$ cat config.mk
export PLATFORM = sky130hd
export DESIGN_NAME = ex_wb_stage
export DESIGN_NICKNAME = d
export VERILOG_FILES = /design/src/rtl/core_pkg.sv /design/src/rtl/sync_ff.sv /design/src/rtl/ex_wb_stage.sv
export SDC_FILE = /design/constraint.sdc
export NUM_CORES = 1
export LEC_CHECK = 0
export CELL_PAD_IN_SITES_DETAIL_PLACEMENT = 0
export CELL_PAD_IN_SITES_GLOBAL_PLACEMENT = 1
export CORE_ASPECT_RATIO = 0.8
export CORE_MARGIN = 2
export CORE_UTILIZATION = 36
export DETAILED_ROUTE_END_ITERATION = 6
export PLACE_DENSITY = 0.93
export SLEW_MARGIN = 10
export SYNTH_ARGS = -nofsm -noshare
export SYNTH_HDL_FRONTEND = slang
export SYNTH_SLANG_ARGS = --single-unit
$ cat constraint.sdc
create_clock -name clk -period 14.82 [get_ports clk]
set_input_delay 2.964 -clock clk [delete_from_list [all_inputs] [get_ports clk]]
set_output_delay 2.964 -clock clk [all_outputs]
set_load 0.005 [all_outputs]
$ cat src/rtl/core_pkg.sv
// Shared core definitions: writeback source encoding and the GPIO CSR addresses.
package core_pkg;

  typedef enum logic [1:0] {
    REGSEL_CSR = 2'b00,
    REGSEL_LUI = 2'b01,
    REGSEL_ALU = 2'b10,
    REGSEL_RSV = 2'b11
  } regsel_t;

  localparam logic [11:0] CSR_IO0_IN  = 12'hF00;
  localparam logic [11:0] CSR_IO2_OUT = 12'hF02;

endpackage

$ cat src/rtl/sync_ff.sv
// Multi-flop synchronizer for the asynchronous switch inputs.
module sync_ff #(
  parameter int STAGES = 2,
  parameter int WIDTH  = 32
) (
  input  logic             clk,
  input  logic             rst,
  input  logic [WIDTH-1:0] i_d,
  output logic [WIDTH-1:0] o_q
);

  logic [WIDTH-1:0] r_sync [STAGES];

  always_ff @(posedge clk or posedge rst) begin
    if (rst) begin
      for (int i = 0; i < STAGES; i++) r_sync[i] <= '0;
    end else begin
      r_sync[0] <= i_d;
      for (int i = 1; i < STAGES; i++) r_sync[i] <= r_sync[i-1];
    end
  end

  assign o_q = r_sync[STAGES-1];

endmodule

$ cat src/rtl/ex_wb_stage.sv
// EX->WB pipeline register and writeback stage: WB data select, WB->EX forwarding,
// and the GPIO output (HEX) register.
module ex_wb_stage
  import core_pkg::*;
#(
  parameter int XLEN        = 32,
  parameter int SYNC_STAGES = 2
) (
  input  logic            clk,
  input  logic            rst,
  input  logic            regwrite_EX,
  input  logic [1:0]      regsel_EX,
  input  logic            gpio_we,
  input  logic            flush_EX,
  input  logic [4:0]      rd_EX,
  input  logic [4:0]      rs1_EX,
  input  logic [4:0]      rs2_EX,
  input  logic [XLEN-1:0] alu_result_EX,
  input  logic [19:0]     imm_u_EX,
  input  logic [XLEN-1:0] readdata1_EX,
  input  logic [XLEN-1:0] readdata2_EX,
  input  logic [XLEN-1:0] gpio_in,
  output logic            regwrite_WB,
  output logic [4:0]      writeaddr_WB,
  output logic [XLEN-1:0] writedata_WB,
  output logic [XLEN-1:0] fwd_data1_EX,
  output logic [XLEN-1:0] fwd_data2_EX,
  output logic [XLEN-1:0] gpio_out
);

  logic [XLEN-1:0] w_gpio_sync;
  logic [XLEN-1:0] w_wdata;

  logic            r_regwrite;
  regsel_t         r_regsel;
  logic [4:0]      r_rd;
  logic [XLEN-1:0] r_alu;
  logic [19:0]     r_imm_u;
  logic [XLEN-1:0] r_gpio_sync;

  sync_ff #(.STAGES(SYNC_STAGES), .WIDTH(XLEN)) u_sync (
    .clk (clk),
    .rst (rst),
    .i_d (gpio_in),
    .o_q (w_gpio_sync)
  );

  // case-based capture so an undecoded (X) control word lands as 0, not X
  always_ff @(posedge clk or posedge rst) begin
    if (rst) begin
      r_regwrite  <= 1'b0;
      r_regsel    <= REGSEL_CSR;
      r_rd        <= '0;
      r_alu       <= '0;
      r_imm_u     <= '0;
      r_gpio_sync <= '0;
      gpio_out    <= '0;
    end else begin
      case (regwrite_EX)
        1'b1:    r_regwrite <= ~flush_EX;
        default: r_regwrite <= 1'b0;
      endcase
      case (regsel_EX)
        2'b01:   r_regsel <= REGSEL_LUI;
        2'b10:   r_regsel <= REGSEL_ALU;
        2'b11:   r_regsel <= REGSEL_RSV;
        default: r_regsel <= REGSEL_CSR;
      endcase
      r_rd        <= rd_EX;
      r_alu       <= alu_result_EX;
      r_imm_u     <= imm_u_EX;
      r_gpio_sync <= w_gpio_sync;
      if (gpio_we && !flush_EX) gpio_out <= readdata1_EX;
    end
  end

  always_comb begin
    w_wdata = r_alu;
    case (r_regsel)
      REGSEL_LUI: w_wdata = XLEN'({r_imm_u, 12'b0});
      REGSEL_CSR: w_wdata = r_gpio_sync;
      default:    w_wdata = r_alu;
    endcase
  end

  assign regwrite_WB  = r_regwrite && (r_rd != 5'd0);
  assign writeaddr_WB = r_rd;
  assign writedata_WB = w_wdata;

  assign fwd_data1_EX = (regwrite_WB && (writeaddr_WB == rs1_EX)) ? writedata_WB : readdata1_EX;
  assign fwd_data2_EX = (regwrite_WB && (writeaddr_WB == rs2_EX)) ? writedata_WB : readdata2_EX;

endmodule

==> results of run 1 <==
## routing by layer
| layer | global-route usage (%) | up-vias | routed length, um |
|---|---|---|---|
| met1 | 21.3 | 2180 | 7070 |
| met5 | 0 | - | 0 |
| li1 | - | 2037 | - |
| met3 | 5.50 | 18 | 1140 |
| met4 | 5.29 | 0 | 259 |
| met2 | 28.4 | 182 | 8320 |
## synth_stat cells, drive strengths merged (2+ instances only)
cell | n | area [um2]
xor2 | 4 | 35.0
xnor2 | 6 | 52.6
o21ai | 33 | 176
nand3 | 2 | 10.0
nor4 | 2 | 42.5
buf | 11 | 111
mux2 | 96 | 1310
clkbuf | 12 | 45.0
dfrtp | 188 | 4700
mux2i | 20 | 200
nand2b | 13 | 81.3
nand2 | 32 | 120
inv | 2 | 7.51
## cell type report
class,instances,share of cell area (%)
clock buffer,20,4.15
clock inverter,11,1.46
inverter,2,0.139
multi-input combinational,210,19.0
sequential,188,43.7
tap,258,3.00
timing repair buffer,309,28.6
## power by group
group	switching [mW]	internal, mW
clock	0.188	0.272
sequential	0.0154	0.547
combinational	0.0574	0.120
total	0.260	0.939
## state kept, by name (all words and copies together), names as in the netlist
register	count
r_imm_u	20
writeaddr_WB	5
gpio_out	32
u_sync.r_sync	32
u_sync.o_q	32
r_gpio_sync	32
r_alu	32
r_regsel	2
r_regwrite	1
## stage by stage
step / util (%) / hold WS [ns] / cells / worst slack, ns
after floorplan: - / 0.331 / 423 / 6.74
after global placement: 53.7 / 0.331 / 967 / 6.79
after detailed placement: 53.7 / 0.335 / 967 / 6.76
after CTS: 56.9 / 0.337 / 998 / 6.75
after global routing: 56.9 / 0.343 / 998 / 6.65
final: 56.9 / 0.340 / 998 / 6.78
## critical path: cells and delay by family
kind | cells | cell delay [ns]
xor gates and xnor gates | 1 | 0.12
buffers and inverters | 3 | 1.35
muxes | 1 | 0.33
and+or+nand+nor | 2 | 0.30
## worst min-delay path by stage
stage	from	to	slack, ns	cells after the start
2_1_floorplan	u_sync.o_q[0]$_DFF_PP0_	r_gpio_sync[0]$_DFF_PP0_	0.33	0
3_3_place_gp	u_sync.r_sync[59]$_DFF_PP0_	u_sync.o_q[27]$_DFF_PP0_	0.33	0
6_report	u_sync.o_q[0]$_DFF_PP0_	r_gpio_sync[0]$_DFF_PP0_	0.34	0
3_5_place_dp	u_sync.o_q[0]$_DFF_PP0_	r_gpio_sync[0]$_DFF_PP0_	0.33	0
5_1_grt	u_sync.r_sync[36]$_DFF_PP0_	u_sync.o_q[4]$_DFF_PP0_	0.34	0
4_1_cts	u_sync.o_q[0]$_DFF_PP0_	r_gpio_sync[0]$_DFF_PP0_	0.34	0
## cells by family (layout without fill, tap and decap cells)
logic type | after synthesis | after routing | synth area share [%]
DFF | 188 | 188 | 68.1
buffers and inverters | 25 | 342 | 2.37
AOI/OAI and AO/OA | 33 | 33 | 2.55
and+or+nand+nor | 51 | 51 | 3.93
xor gates and xnor gates | 10 | 10 | 1.27
muxes | 116 | 116 | 21.8
==> results.txt, run 1 <==
----------------------------------------------------
[Worst setup path]
  Crit-path max cell delay ... 0.49 ns
  Launch point of the critical path ... rs2_EX[3]
  Critical register-to-register path endpoint ... gpio_out[12]$_DFFE_PP0P_
  Setup slack of the worst register-to-register path ... 14.01 ns
  Worst Setup Start Kind ... primary input
  Crit Reg-Reg Startpoint ... gpio_out[12]$_DFFE_PP0P_
  Critical path type ... primary input to output pin
  Slowest cell on crit path ... sky130_fd_sc_hd__clkdlybuf4s50_1
  Capture point of the worst path ... fwd_data2_EX[25]
  Library cell appearing most often on the critical path ... sky130_fd_sc_hd__clkdlybuf4s50_1
  Critical Path End Type ... output pin
  Critical path cell sequence ... clkdlybuf4s50_1 -> xnor2_1 -> nand3_1 -> nor4_4 -> buf_4 -> mux2_4 -> clkdlybuf4s50_1
  Length in cells of the worst reg-to-reg path ... 1
  Required @ worst endpoint ... 11.86 ns
  Arrival time at the worst endpoint ... 5.08 ns
  CP max FO ... 15

[Floorplanning]
  Total core area ... 18,900 um2
  Die area ... 20,300 um2
  Initial core utilization ... 36.5%
  Die W ... 159 um
  DIE HEIGHT ... 128 um
  Cell row count ... 45
  Num ports ... 304

[Yosys]
  Total number of yosys warnings ... 0
  Post-synth EDFFs ... 0
  Mapped Area ... 6910 um2
  Synthesized flop and latch total ... 188
  Mean cell area of the mapped netlist ... 16.3 um2
  Cells after Synth ... 423
  Part of the Yosys area used for sequential elements ... 68.1%
  Number of distinct library cells after synthesis ... 21
  Async set-or-reset flop fraction in the synthesized netlist ... 100%
  Top FF cell, synth ... sky130_fd_sc_hd__dfrtp_1
  Net Count, Synth ... 593

[Status]
  Status ... completed

[Timing]
  Setup clock skew after layout ... 0.00751 ns
  Relative max-transition margin ... 31.1%
  Final period util ... 54.3%
  Final hold violation count ... 0
  Crit path time final ... 8.04 ns
  Setup repair after global routing missed its margin ... false
  Final-report max-slew violation count ... 0
  Sum Neg Setup Slack ... 0 ns
  Max Freq ... 124 MHz
  Final setup viols ... 0
  Slew at the pin closest to its max-slew limit ... 1.03 ns

[Hold path]
  HP Class ... register to register

[Power]
  Peak supply drop ... 72.1 uV
  Leakage power total ... 4.57 nW
  Pwr/cell area ... 111 nW/um2
  Total power draw ... 1.20 mW

[Run]
  Total of max-cap violations ... 0

[GRT]
  Largest net degree at the start of global routing ... 113
  Initial antenna violation count ... 0
  Via count of the first global-routing pass ... 4,707
  Grt total ovfl ... 0
  Total track usage ... 17.0%
  First-pass GRT wire length ... 26,300 um

[Layout]
  Area of combinational cells with multiple inputs ... 2040 um2
  Final antenna diode count ... 0
  Number of nets in the final layout ... 898
  Most frequent cells in the layout ... 303 x sky130_fd_sc_hd__clkdlybuf4s50_1, 186 x sky130_fd_sc_hd__dfrtp_1, 60 x sky130_fd_sc_hd__mux2_4, 32 x sky130_fd_sc_hd__nand2_1, 25 x sky130_fd_sc_hd__o21ai_0
  Post-Layout Inst Area ... 10,800 um2
  Most common cell after layout, fill and taps aside ... sky130_fd_sc_hd__clkdlybuf4s50_1
  Sequential standard cell area ... 4710 um2
  Filler Cells Inserted ... 1,520
  Proportion of layout cells with a drive suffix above 1 ... 17.0%
  Growth of design area from synthesis to finish ... 55.9%

[Route]
  Routed wire length ... 16,800 um
  Total number of vias ... 4,417
  Via density ... 4.43
  DRT iter0 DRCs ... 125
  Detailed-route DRC error count ... 0
  WL per Instance ... 16.8 um
  Number of iterations in the first detailed-routing pass ... 4
  Number of routed nets with antenna violations ... 0

[Clock network]
  Num Clock Sinks ... 188
  Later-pin clock latency in the skew report ... 0.42 ns
  Post-CTS Setup Bufs ... 0
  Depth of the CTS H-tree ... 4
  TritonCTS buffer count ... 17
  Root buf cell ... sky130_fd_sc_hd__clkbuf_16
  TritonCTS clock tree ... built
  Clock Path Buffers ... 2
  Quantity of gates resized following cts ... 0
  Clock transition at the registers of the reported paths ... 0.07 ns
  Hold buffer count at cts ... 0

[Placed design]
  Total placed instance area ... 10,200 um2
  # port buffers ... 303
  Post-detailed-placement half-perimeter wirelength ... 12,500 um
  Final RePlAce weighted congestion ... 0.813

----------------------------------------------------
Note: power is estimated with default switching activity, not from simulation.
==> run 2, diff against run 1 <==
--- a/config.mk
+++ b/config.mk
@@ -9,9 +9,9 @@
 export CELL_PAD_IN_SITES_GLOBAL_PLACEMENT = 1
 export CORE_ASPECT_RATIO = 0.8
 export CORE_MARGIN = 2
-export CORE_UTILIZATION = 36
+export CORE_UTILIZATION = 30
 export DETAILED_ROUTE_END_ITERATION = 6
-export PLACE_DENSITY = 0.93
+export PLACE_DENSITY = 0.83
 export SLEW_MARGIN = 10
 export SYNTH_ARGS = -nofsm -noshare
 export SYNTH_HDL_FRONTEND = slang
==> constraint.sdc (replaced) <==
create_clock -name clk -period 6.5 [get_ports clk]
set_input_delay 1.3 -clock clk [delete_from_list [all_inputs] [get_ports clk]]
set_output_delay 1.3 -clock clk [all_outputs]
set_load 0.005 [all_outputs]
==> run 2 against run 1 <==
Sequential share of layout area fell by 0.056 points. Hold slack improved by 0.00056 ns. Clock power increased by 120%. Wire length is 2.4% higher. Cell count increased by 4.8%. Largest power group unchanged. Highest routed layer unchanged.
==> results.txt, run 2 (synthesis gave the netlist of run 1 again) <==
----------------------------------------------------
[Floorplanning]
  Die area ... 24,300 um2
  Total core area ... 22,600 um2
  Die W ... 174 um
  DIE HEIGHT ... 140 um
  Initial core utilization ... 30.6%
  Num ports ... 304
  Cell row count ... 49

[Worst setup path]
  Crit Reg-Reg Startpoint ... gpio_out[0]$_DFFE_PP0P_
  Capture point of the worst path ... fwd_data2_EX[0]
  Library cell appearing most often on the critical path ... sky130_fd_sc_hd__clkdlybuf4s50_1
  Critical path type ... primary input to output pin
  Critical path cell sequence ... clkdlybuf4s50_1 -> xnor2_1 -> nand3_1 -> nor4_4 -> buf_4 -> mux2_1 -> clkdlybuf4s50_1
  Crit-path leading delay family ... buffers and inverters
  Critical Path End Type ... output pin
  Crit path buf inv count ... 3
  Length in cells of the worst reg-to-reg path ... 1
  Critical register-to-register path endpoint ... gpio_out[0]$_DFFE_PP0P_
  Worst Setup Start Kind ... primary input
  Required @ worst endpoint ... 5.20 ns
  Launch point of the critical path ... rs2_EX[3]
  Slowest cell on crit path ... sky130_fd_sc_hd__buf_4
  CP max FO ... 32
  Setup slack of the worst register-to-register path ... 5.69 ns
  Crit-path max cell delay ... 0.61 ns
  Critical Path Stages ... 7
  Arrival time at the worst endpoint ... 3.67 ns

[Timing]
  Max Freq ... 201 MHz
  Sum Neg Setup Slack ... 0 ns
  Crit path time final ... 4.97 ns
  Setup repair after global routing missed its margin ... false
  Final period util ... 76.5%
  Relative max-transition margin ... 29.1%
  Worst Hold Slack ... 0.340 ns
  Slew at the pin closest to its max-slew limit ... 1.06 ns
  Final-report max-slew violation count ... 0
  Setup clock skew after layout ... 0.00853 ns
  Final hold violation count ... 0
  Final setup viols ... 0

[Route]
  Routed wire length ... 17,200 um
  Via density ... 4.15
  Number of iterations in the first detailed-routing pass ... 6
  DRT iter0 DRCs ... 113
  Total number of vias ... 4,340
  Number of routed nets with antenna violations ... 0
  Detailed-route DRC error count ... 0
  WL per Instance ... 16.4 um

[Clock network]
  Later-pin clock latency in the skew report ... 0.42 ns
  TritonCTS buffer count ... 17
  Clock Path Buffers ... 2
  Post-CTS Setup Bufs ... 0
  Depth of the CTS H-tree ... 4
  Quantity of gates resized following cts ... 0
  Hold buffer count at cts ... 0
  TritonCTS clock tree ... built
  Clock transition at the registers of the reported paths ... 0.07 ns
  Root buf cell ... sky130_fd_sc_hd__clkbuf_16
  Num Clock Sinks ... 188

[Status]
  Status ... completed

[GRT]
  Largest net degree at the start of global routing ... 99
  Total track usage ... 14.5%
  Via count of the first global-routing pass ... 4,681
  Grt total ovfl ... 0
  First-pass GRT wire length ... 26,700 um
  Initial antenna violation count ... 0

[Layout]
  Post-Layout Inst Area ... 10,800 um2
  Final antenna diode count ... 0
  Most frequent cells in the layout ... 303 x sky130_fd_sc_hd__clkdlybuf4s50_1, 186 x sky130_fd_sc_hd__dfrtp_1, 60 x sky130_fd_sc_hd__mux2_4, 32 x sky130_fd_sc_hd__nand2_1, 25 x sky130_fd_sc_hd__o21ai_0
  Share of the core filled with cells in the final layout ... 47.8%
  Number of nets in the final layout ... 897
  Growth of design area from synthesis to finish ... 56.1%
  Proportion of layout cells with a drive suffix above 1 ... 17.0%
  Most common cell after layout, fill and taps aside ... sky130_fd_sc_hd__clkdlybuf4s50_1

[Placed design]
  Total placed instance area ... 10,200 um2
  # port buffers ... 303
  Post-detailed-placement half-perimeter wirelength ... 12,100 um
  Final RePlAce weighted congestion ... 0.794

[Power]
  Leakage power total ... 4.55 nW
  Total power draw ... 2.68 mW
  Peak supply drop ... 169 uV
  Pwr/cell area ... 248 nW/um2

[Run]
  Total of max-cap violations ... 0

[Hold path]
  Cell depth of the worst min-delay path ... 0
  HP Class ... register to register

----------------------------------------------------
-- run 2: cell count changes in the layout (fill, tap and decap cells not counted) --
cell and delta:
sky130_fd_sc_hd__buf_4 -1, sky130_fd_sc_hd__bufinv_16 -2, sky130_fd_sc_hd__clkbuf_8 -1, sky130_fd_sc_hd__clkinv_2 +2, sky130_fd_sc_hd__inv_6 -1, sky130_fd_sc_hd__inv_8 +3
-- run 2: cell type report --
class | count | area (um2)
fillers | 2027 | 11800
well taps | 306 | 383
repair buffers | 308 | 3070
inverters | 2 | 15.0
flip-flops and latches | 188 | 4710
multi-input cells | 210 | 2040
clock inverters | 13 | 133
clock buffers | 19 | 433
-- run 2: power breakdown --
group / internal (mW) / switching [mW] / total [mW]
combinational: 0.273 / 0.132 / 0.405
clock: 0.540 / 0.451 / 0.991
sequential: 1.25 / 0.0325 / 1.28
total: 2.06 / 0.616 / 2.68
-- run 2: metal layers --
metal	part of all wire [%]	up-vias	global-route usage (%)
met5	0	-	0
met4	1.3	0	4.29
met3	7.5	17	5.25
met2	49	176	24.1
met1	42	2115	17.8
li1	-	2032	-
-- run 2: how the worst min path moves through the flow --
stage	start	end	slack, ns
2_1_floorplan	u_sync.o_q[0]$_DFF_PP0_	r_gpio_sync[0]$_DFF_PP0_	0.33
3_3_place_gp	u_sync.r_sync[46]$_DFF_PP0_	u_sync.o_q[14]$_DFF_PP0_	0.33
3_5_place_dp	u_sync.o_q[11]$_DFF_PP0_	r_gpio_sync[11]$_DFF_PP0_	0.33
4_1_cts	u_sync.r_sync[37]$_DFF_PP0_	u_sync.o_q[5]$_DFF_PP0_	0.34
5_1_grt	u_sync.r_sync[39]$_DFF_PP0_	u_sync.o_q[7]$_DFF_PP0_	0.34
6_report	u_sync.r_sync[37]$_DFF_PP0_	u_sync.o_q[5]$_DFF_PP0_	0.34
-- run 2: through the flow --
| step | std cells | setup slack [ns] |
|---|---|---|
| after floorplan | 423 | 0.0862 |
| after global placement | 1014 | 1.52 |
| after detailed placement | 1014 | 1.52 |
| after CTS | 1046 | 1.52 |
| after global routing | 1046 | 1.41 |
| final | 1046 | 1.53 |
